==> src/rtl/xgen_pkg.sv <==
// Shared definitions for the xgen sequencer and the xgen units it feeds.
// Latency: n/a (types and constants only).
// Backpressure: n/a.
// Contents: default fixed-point format, xform field order, sequencer FSM state type.
package xgen_pkg;

  // Default fixed-point word: 32 bits, 16 fractional bits.
  localparam int DEF_WIDTH        = 32;
  localparam int DEF_DECIMAL_BITS = 16;

  // Number of words in one link transformation.
  localparam int XFORM_N = 15;

  // Field order of the packed xform bus. Field i occupies bits
  // [i*WIDTH +: WIDTH]. Nine angular (rotation) terms first, then the six
  // linear coupling terms.
  localparam int AX_AX = 0;
  localparam int AX_AY = 1;
  localparam int AX_AZ = 2;
  localparam int AY_AX = 3;
  localparam int AY_AY = 4;
  localparam int AY_AZ = 5;
  localparam int AZ_AX = 6;
  localparam int AZ_AY = 7;
  localparam int AZ_AZ = 8;
  localparam int LX_AX = 9;
  localparam int LX_AY = 10;
  localparam int LX_AZ = 11;
  localparam int LY_AX = 12;
  localparam int LY_AZ = 13;
  localparam int LZ_AX = 14;

  // Sequencer states.
  typedef enum logic [1:0] {
    IDLE = 2'd0,
    LOAD = 2'd1,
    WAIT = 2'd2,
    OUT  = 2'd3
  } state_t;

endpackage

==> src/rtl/xgen_sched.sv <==
// Sequences sin/cos pairs per link to the xgen units and captures each link's xform.
// Latency: trig accept in c -> xgen bus c+1 -> xform_valid_out from c+2+XGEN_LAT.
// Backpressure: holds xform_out until xform_ready_in; trig_ready_out is low outside LOAD.
//
// Ports:
//   clk, rst_n                      clock, async active-low reset
//   start_in, abort_in              begin a sweep (IDLE only) / abandon it (any other state)
//   busy_out, done_out              not IDLE / one-cycle pulse after the last link is taken
//   trig_valid_in, trig_ready_out   sin/cos handshake, sinq_in/cosq_in
//   xgen_sinq_out, xgen_cosq_out    registered broadcast to all xgen units
//   xgen_link_out                   active link (1-based, 0 = none), drives the external mux
//   xform_in                        muxed xgen output
//   xform_valid_out, xform_ready_in captured xform handshake, xform_out/xform_link_out
module xgen_sched
  import xgen_pkg::*;
#(
  parameter int WIDTH     = DEF_WIDTH,
  parameter int NUM_LINKS = 7,
  parameter int LINK_BITS = 3,   // must be able to hold NUM_LINKS
  parameter int XGEN_LAT  = 0
) (
  input  logic                     clk,
  input  logic                     rst_n,
  input  logic                     start_in,
  input  logic                     abort_in,
  output logic                     busy_out,
  output logic                     done_out,
  input  logic                     trig_valid_in,
  output logic                     trig_ready_out,
  input  logic [WIDTH-1:0]         sinq_in,
  input  logic [WIDTH-1:0]         cosq_in,
  output logic [WIDTH-1:0]         xgen_sinq_out,
  output logic [WIDTH-1:0]         xgen_cosq_out,
  output logic [LINK_BITS-1:0]     xgen_link_out,
  input  logic [XFORM_N*WIDTH-1:0] xform_in,
  output logic                     xform_valid_out,
  input  logic                     xform_ready_in,
  output logic [LINK_BITS-1:0]     xform_link_out,
  output logic [XFORM_N*WIDTH-1:0] xform_out
);

  // Settle counter only has to reach XGEN_LAT; keep at least one bit.
  localparam int CNT_W = (XGEN_LAT > 0) ? $clog2(XGEN_LAT + 1) : 1;
  localparam logic [CNT_W-1:0]     SETTLE_LAST = CNT_W'(XGEN_LAT);
  localparam logic [LINK_BITS-1:0] LAST_LINK   = LINK_BITS'(NUM_LINKS);
  localparam logic [LINK_BITS-1:0] FIRST_LINK  = LINK_BITS'(1);

  state_t               state;
  state_t               state_nxt;
  logic [LINK_BITS-1:0] link;
  logic [CNT_W-1:0]     settle_cnt;

  logic start_go;     // sweep launch accepted this cycle
  logic trig_go;      // sin/cos handshake that actually takes effect
  logic capture_go;   // xgen output has settled, grab it
  logic xform_go;     // downstream handshake that actually takes effect
  logic last_link;

  // Abort overrides every handshake in the same cycle, so all "go" strobes
  // are qualified with !abort_in here once.
  assign last_link  = (link == LAST_LINK);
  assign start_go   = (state == IDLE) && start_in && !abort_in;
  assign trig_go    = (state == LOAD) && trig_valid_in && !abort_in;
  assign capture_go = (state == WAIT) && (settle_cnt == SETTLE_LAST) && !abort_in;
  assign xform_go   = (state == OUT) && xform_ready_in && !abort_in;

  // ---------------------------------------------------------------------
  // FSM: state register
  // ---------------------------------------------------------------------
  always_ff @(posedge clk or negedge rst_n) begin
    if (!rst_n) begin
      state <= IDLE;
    end else begin
      state <= state_nxt;
    end
  end

  // ---------------------------------------------------------------------
  // FSM: next state
  // ---------------------------------------------------------------------
  always_comb begin
    state_nxt = state;
    if (abort_in) begin
      // Also covers start_in and abort_in together in IDLE.
      state_nxt = IDLE;
    end else begin
      case (state)
        IDLE: if (start_in)       state_nxt = LOAD;
        LOAD: if (trig_valid_in)  state_nxt = WAIT;
        WAIT: if (settle_cnt == SETTLE_LAST) state_nxt = OUT;
        OUT:  if (xform_ready_in) state_nxt = last_link ? IDLE : LOAD;
        default:                  state_nxt = IDLE;
      endcase
    end
  end

  // ---------------------------------------------------------------------
  // FSM: state-decoded outputs
  // ---------------------------------------------------------------------
  always_comb begin
    busy_out       = 1'b0;
    trig_ready_out = 1'b0;
    case (state)
      IDLE:    busy_out = 1'b0;
      LOAD: begin
        busy_out       = 1'b1;
        trig_ready_out = 1'b1;
      end
      WAIT:    busy_out = 1'b1;
      OUT:     busy_out = 1'b1;
      default: busy_out = 1'b0;
    endcase
  end

  // ---------------------------------------------------------------------
  // Link and settle counters
  // ---------------------------------------------------------------------
  always_ff @(posedge clk or negedge rst_n) begin
    if (!rst_n) begin
      link       <= '0;
      settle_cnt <= '0;
    end else begin
      if (abort_in) begin
        link <= '0;
      end else if (start_go) begin
        link <= FIRST_LINK;
      end else if (xform_go) begin
        link <= last_link ? '0 : link + LINK_BITS'(1);
      end

      if (trig_go) begin
        settle_cnt <= '0;
      end else if ((state == WAIT) && (settle_cnt != SETTLE_LAST)) begin
        settle_cnt <= settle_cnt + CNT_W'(1);
      end
    end
  end

  // ---------------------------------------------------------------------
  // Broadcast bus to the xgen units. sin/cos hold across IDLE so the xgen
  // outputs stay quiet; only the link select drops back to "none".
  // ---------------------------------------------------------------------
  always_ff @(posedge clk or negedge rst_n) begin
    if (!rst_n) begin
      xgen_sinq_out <= '0;
      xgen_cosq_out <= '0;
      xgen_link_out <= '0;
    end else begin
      if (trig_go) begin
        xgen_sinq_out <= sinq_in;
        xgen_cosq_out <= cosq_in;
        xgen_link_out <= link;
      end else if (abort_in || (xform_go && last_link)) begin
        xgen_link_out <= '0;
      end
    end
  end

  // ---------------------------------------------------------------------
  // Captured xform and downstream handshake
  // ---------------------------------------------------------------------
  always_ff @(posedge clk or negedge rst_n) begin
    if (!rst_n) begin
      xform_out       <= '0;
      xform_link_out  <= '0;
      xform_valid_out <= 1'b0;
    end else begin
      if (capture_go) begin
        xform_out       <= xform_in;
        xform_link_out  <= link;
        xform_valid_out <= 1'b1;
      end else if (abort_in || xform_go) begin
        xform_valid_out <= 1'b0;
      end
    end
  end

  // Registered so the pulse lands in the first IDLE cycle after the sweep.
  always_ff @(posedge clk or negedge rst_n) begin
    if (!rst_n) begin
      done_out <= 1'b0;
    end else begin
      done_out <= xform_go && last_link;
    end
  end

endmodule

==> config.mk <==
export PLATFORM = sky130hd
export DESIGN_NAME = xgen_sched
export DESIGN_NICKNAME = d
export VERILOG_FILES = /design/src/rtl/xgen_pkg.sv /design/src/rtl/xgen_sched.sv
export SDC_FILE = /design/constraint.sdc
export NUM_CORES = 1
export LEC_CHECK = 0
export ABC_AREA = 1
export BUFFER_PORTS_ARGS = -buffer_cell sky130_fd_sc_hd__buf_4
export CAP_MARGIN = 10
export CORE_AREA = 2 2 432 434
export DETAILED_ROUTE_END_ITERATION = 8
export DIE_AREA = 0 0 434 436
export GPL_ROUTABILITY_DRIVEN = 0
export PLACE_DENSITY_LB_ADDON = 0.05
export SETUP_SLACK_MARGIN = 0.2
export SLEW_MARGIN = 10
export SYNTH_ARGS = -nofsm -noshare
export SYNTH_HDL_FRONTEND = slang
export SYNTH_SLANG_ARGS = --single-unit
export TNS_END_PERCENT = 30
==> constraint.sdc <==
create_clock -name clk -period 1.6 [get_ports clk]
set_input_delay 0.08 -clock clk [delete_from_list [all_inputs] [get_ports clk]]
set_output_delay 0.08 -clock clk [all_outputs]
set_load 0.05 [all_outputs]
==> results.toml <==
[pwr]
total_power_mw = 97.0
cellInternalPower_mw = 48.9
clockPowerShare = 0.195
pwr-share-comb = 0.548
switching_share = 0.496
power_frac_seq = 0.257
switchingPower_mw = 48.1
p_per_area_nw_per_um2 = 2160
vdd_drop_max_uv = 826
p_leak_nw = 23.3

[cells_and_area]
fill_cells = 20369
area_delta_synth_final_pct = 107
stdcell_count = 6730
stdcell_area_um2 = 45000
layout_common_cells = "buf_4 (1130), nand2_1 (611), dfrtp_1 (554)"
utilization = 0.244
fin_nets = 4743
regArea_um2 = 14000
multi_input_area_um2 = 5960
final_common_cell = "buf_4"
drive_gt1_frac = 0.371

[drt]
drt_first_pass_iters = 4
viasPerCell = 3.30
ant_nets = 0
dr.max_layer_used = "met5"
num_vias = 22207
wl_met2_um = 66700
dr_wl_met3_um = 9510
wl_met1_um = 51500
drt-initial-drc-count = 838
wirelength_um = 132000
drc = 0
wl_per_cell_um = 19.6

[sta]
final.setup.worst_slack_ps = -189
fin_crit_ps = 1790
tns_ps = -33620
grt_setup_unrepaired = "true"
fin_crit_sh = 1.12
finClkSkew_ps = 40.1
tightest_slew_ps = 347
slew_viol_final = 0
max_freq_mhz = 559
setup_violations = 420
slew_headroom = 0.768
hold_viol_final = 0
hold_slack_ps = 90.3

[floorplanning]
start_util = 0.118
die_height_um = 436
coreArea_um2 = 185000
rows = 158
pin_count = 1104
dieArea_um2 = 189000
die_x_um = 434

[clocking]
cts_root_buffer = "clkbuf_16"
clock_latency_ps = 720
clockBufferDepth = 3
tritoncts = "built"
htreeDepth = 3
cts_buffers = 84
path_clk_slew_ps = 60
clock-sinks = 558

[synthesis]
synth-compound-area-share = 0.113
yosys.area_share.simple = 0.125
synth_top_area_share = 0.643
synthAdderAreaFrac = 0.00404
ys_warn_count = 0
synth_xor_area_frac = 0
synthMuxAreaShare = 0
ys_types = 19
syn_avg_cell_area_um2 = 9.08
netlist.top_cell.by_area = "dfrtp_1"
ys_seq_area_frac = 0.643
synth_top_family_by_area = "simple AND/OR/NAND/NOR gates"
syn_inst = 2390
synth_seq_cells = 558
ys_top_cells_by_area = "dfrtp_1 (64%), nand2_1 (12%), o21ai_0 (10%)"
netlist_area_um2 = 21700
syn-num-nets = 2947

[grt]
track_usage = 0.135
antenna_found_initial = 32
grt_pass1_wl_um = 182000
overflow = 0
grt_pass1_vias = 23756
grt_max_degree = 51

[critical_path]
crit_slowest_cell = "dfrtp_1"
crit_type = "register to register"
end_kind = "register"
path_cells = "inv_2, buf_6, buf_6, ha_4, nand3_4, buf_12, buf_12, buf_16, buf_12, buf_16, nand2_1, o21ai_1"
path_max_fanout = 6
crit_family = "buffers and inverters"
max_stage_delay_ps = 380
path_buf_inv = 8
cpMostUsedCell = "buf_12"
startpoint_type = "register"
crit_required_ps = 2180
cp.arrival_ps = 2370
crit_path_start = "state[0]"
r2r-start = "state[0]"

[placement]
pre_cts_ws_ps = 9.17
post-place-cells = 5939
dpl.hpwl_um = 96700
dpl_cell_area_um2 = 33700
port_buffers = 1103

[hold_path]
hp-class = "input pin to async pin"

[run_status]
violations = "setup timing"
status = "finished with violations"

[job]
drv_cap = 0
[kinds of logic (layout without fill, tap and decap cells)]
logic type / after synthesis / after routing
AO/OA/AOI/OAI: 489 / 489
AND/OR/NAND/NOR: 717 / 717
adder cells (fa/ha/maj): 7 / 7
buffers and inverters: 619 / 2470
flip-flops: 558 / 558
other: 0 / 9
[power groups by stage]
stage	Sequential, mW	Combinational, mW	Clock (mW)
4_1_cts	24.8	52.8	19.9
3_5_place_dp	24.7	48.2	0
3_3_place_gp	24.9	48.3	0
6_report	24.9	53.2	18.9
5_1_grt	25.8	56.3	20.4
2_1_floorplan	46.6	7.35	0
[registers in the layout (all words and copies together), names as in the netlist]
signal	count
state	2
xgen_sinq_out	32
xform_out	480
xgen_cosq_out	32
xform_valid_out	1
link	3
done_out	1
xgen_link_out	3
settle_cnt	1
xform_link_out	3
[path summary, 6_finish.rpt]
path	end	slack, ps	cells past startpoint
worst min-delay path	xform_out[73]	90	3
worst max register to register	xform_out[12]	-190	12
worst min register to register	xgen_cosq_out[10]	480	2
max in group asynchronous	xform_out[348]	1020	4
min in group clk	xgen_sinq_out[14]	110	4
worst max-delay path	xform_out[12]	-190	12
[synth_stat cells (all sizes together)]
master	n
o21ai	484
o22ai	3
clkbuf	30
buf	92
nand3	5
nand2	699
nand4	2
dfrtp	558
o211ai	1
inv	497
nor2	10
nor3	1
a21oi	1
ha	7
[cell type report]
cell class	instances	area share
Multi-Input combinational cell	1213	0.132
Antenna cell	9	0.000501
Clock inverter	11	0.00300
Tap cell	2480	0.0690
Inverter	497	0.0417
Sequential cell	558	0.311
Timing Repair Buffer	1832	0.385
Clock buffer	130	0.0573
[worst reg2reg max path: stages, from the launching register on]
cell and delay, ps:
dfrtp_1 380, inv_2 70, buf_6 90, buf_6 80
ha_4 140, nand3_4 90, buf_12 170, buf_12 140
buf_16 150, buf_12 130, buf_16 140, nand2_1 50
o21ai_1 60
[what timing repair did]
action / CTS / global route
cloned: 44 / 17
buffers inserted: 24 / 6
hold buffers: 550 / 0
pin swaps: 4 / 0
resized for setup: 235 / 218
setup endpoints to repair: 1029 / 1104
endpoints found under the hold margin: 1113 / 0
[per-layer routing]
metal,track usage,vias up
met5,0,-
met4,0.0400,2
met3,0.0452,188
met2,0.237,693
met1,0.153,10467
li1,-,10857
Power figures use the tool's default switching activity.
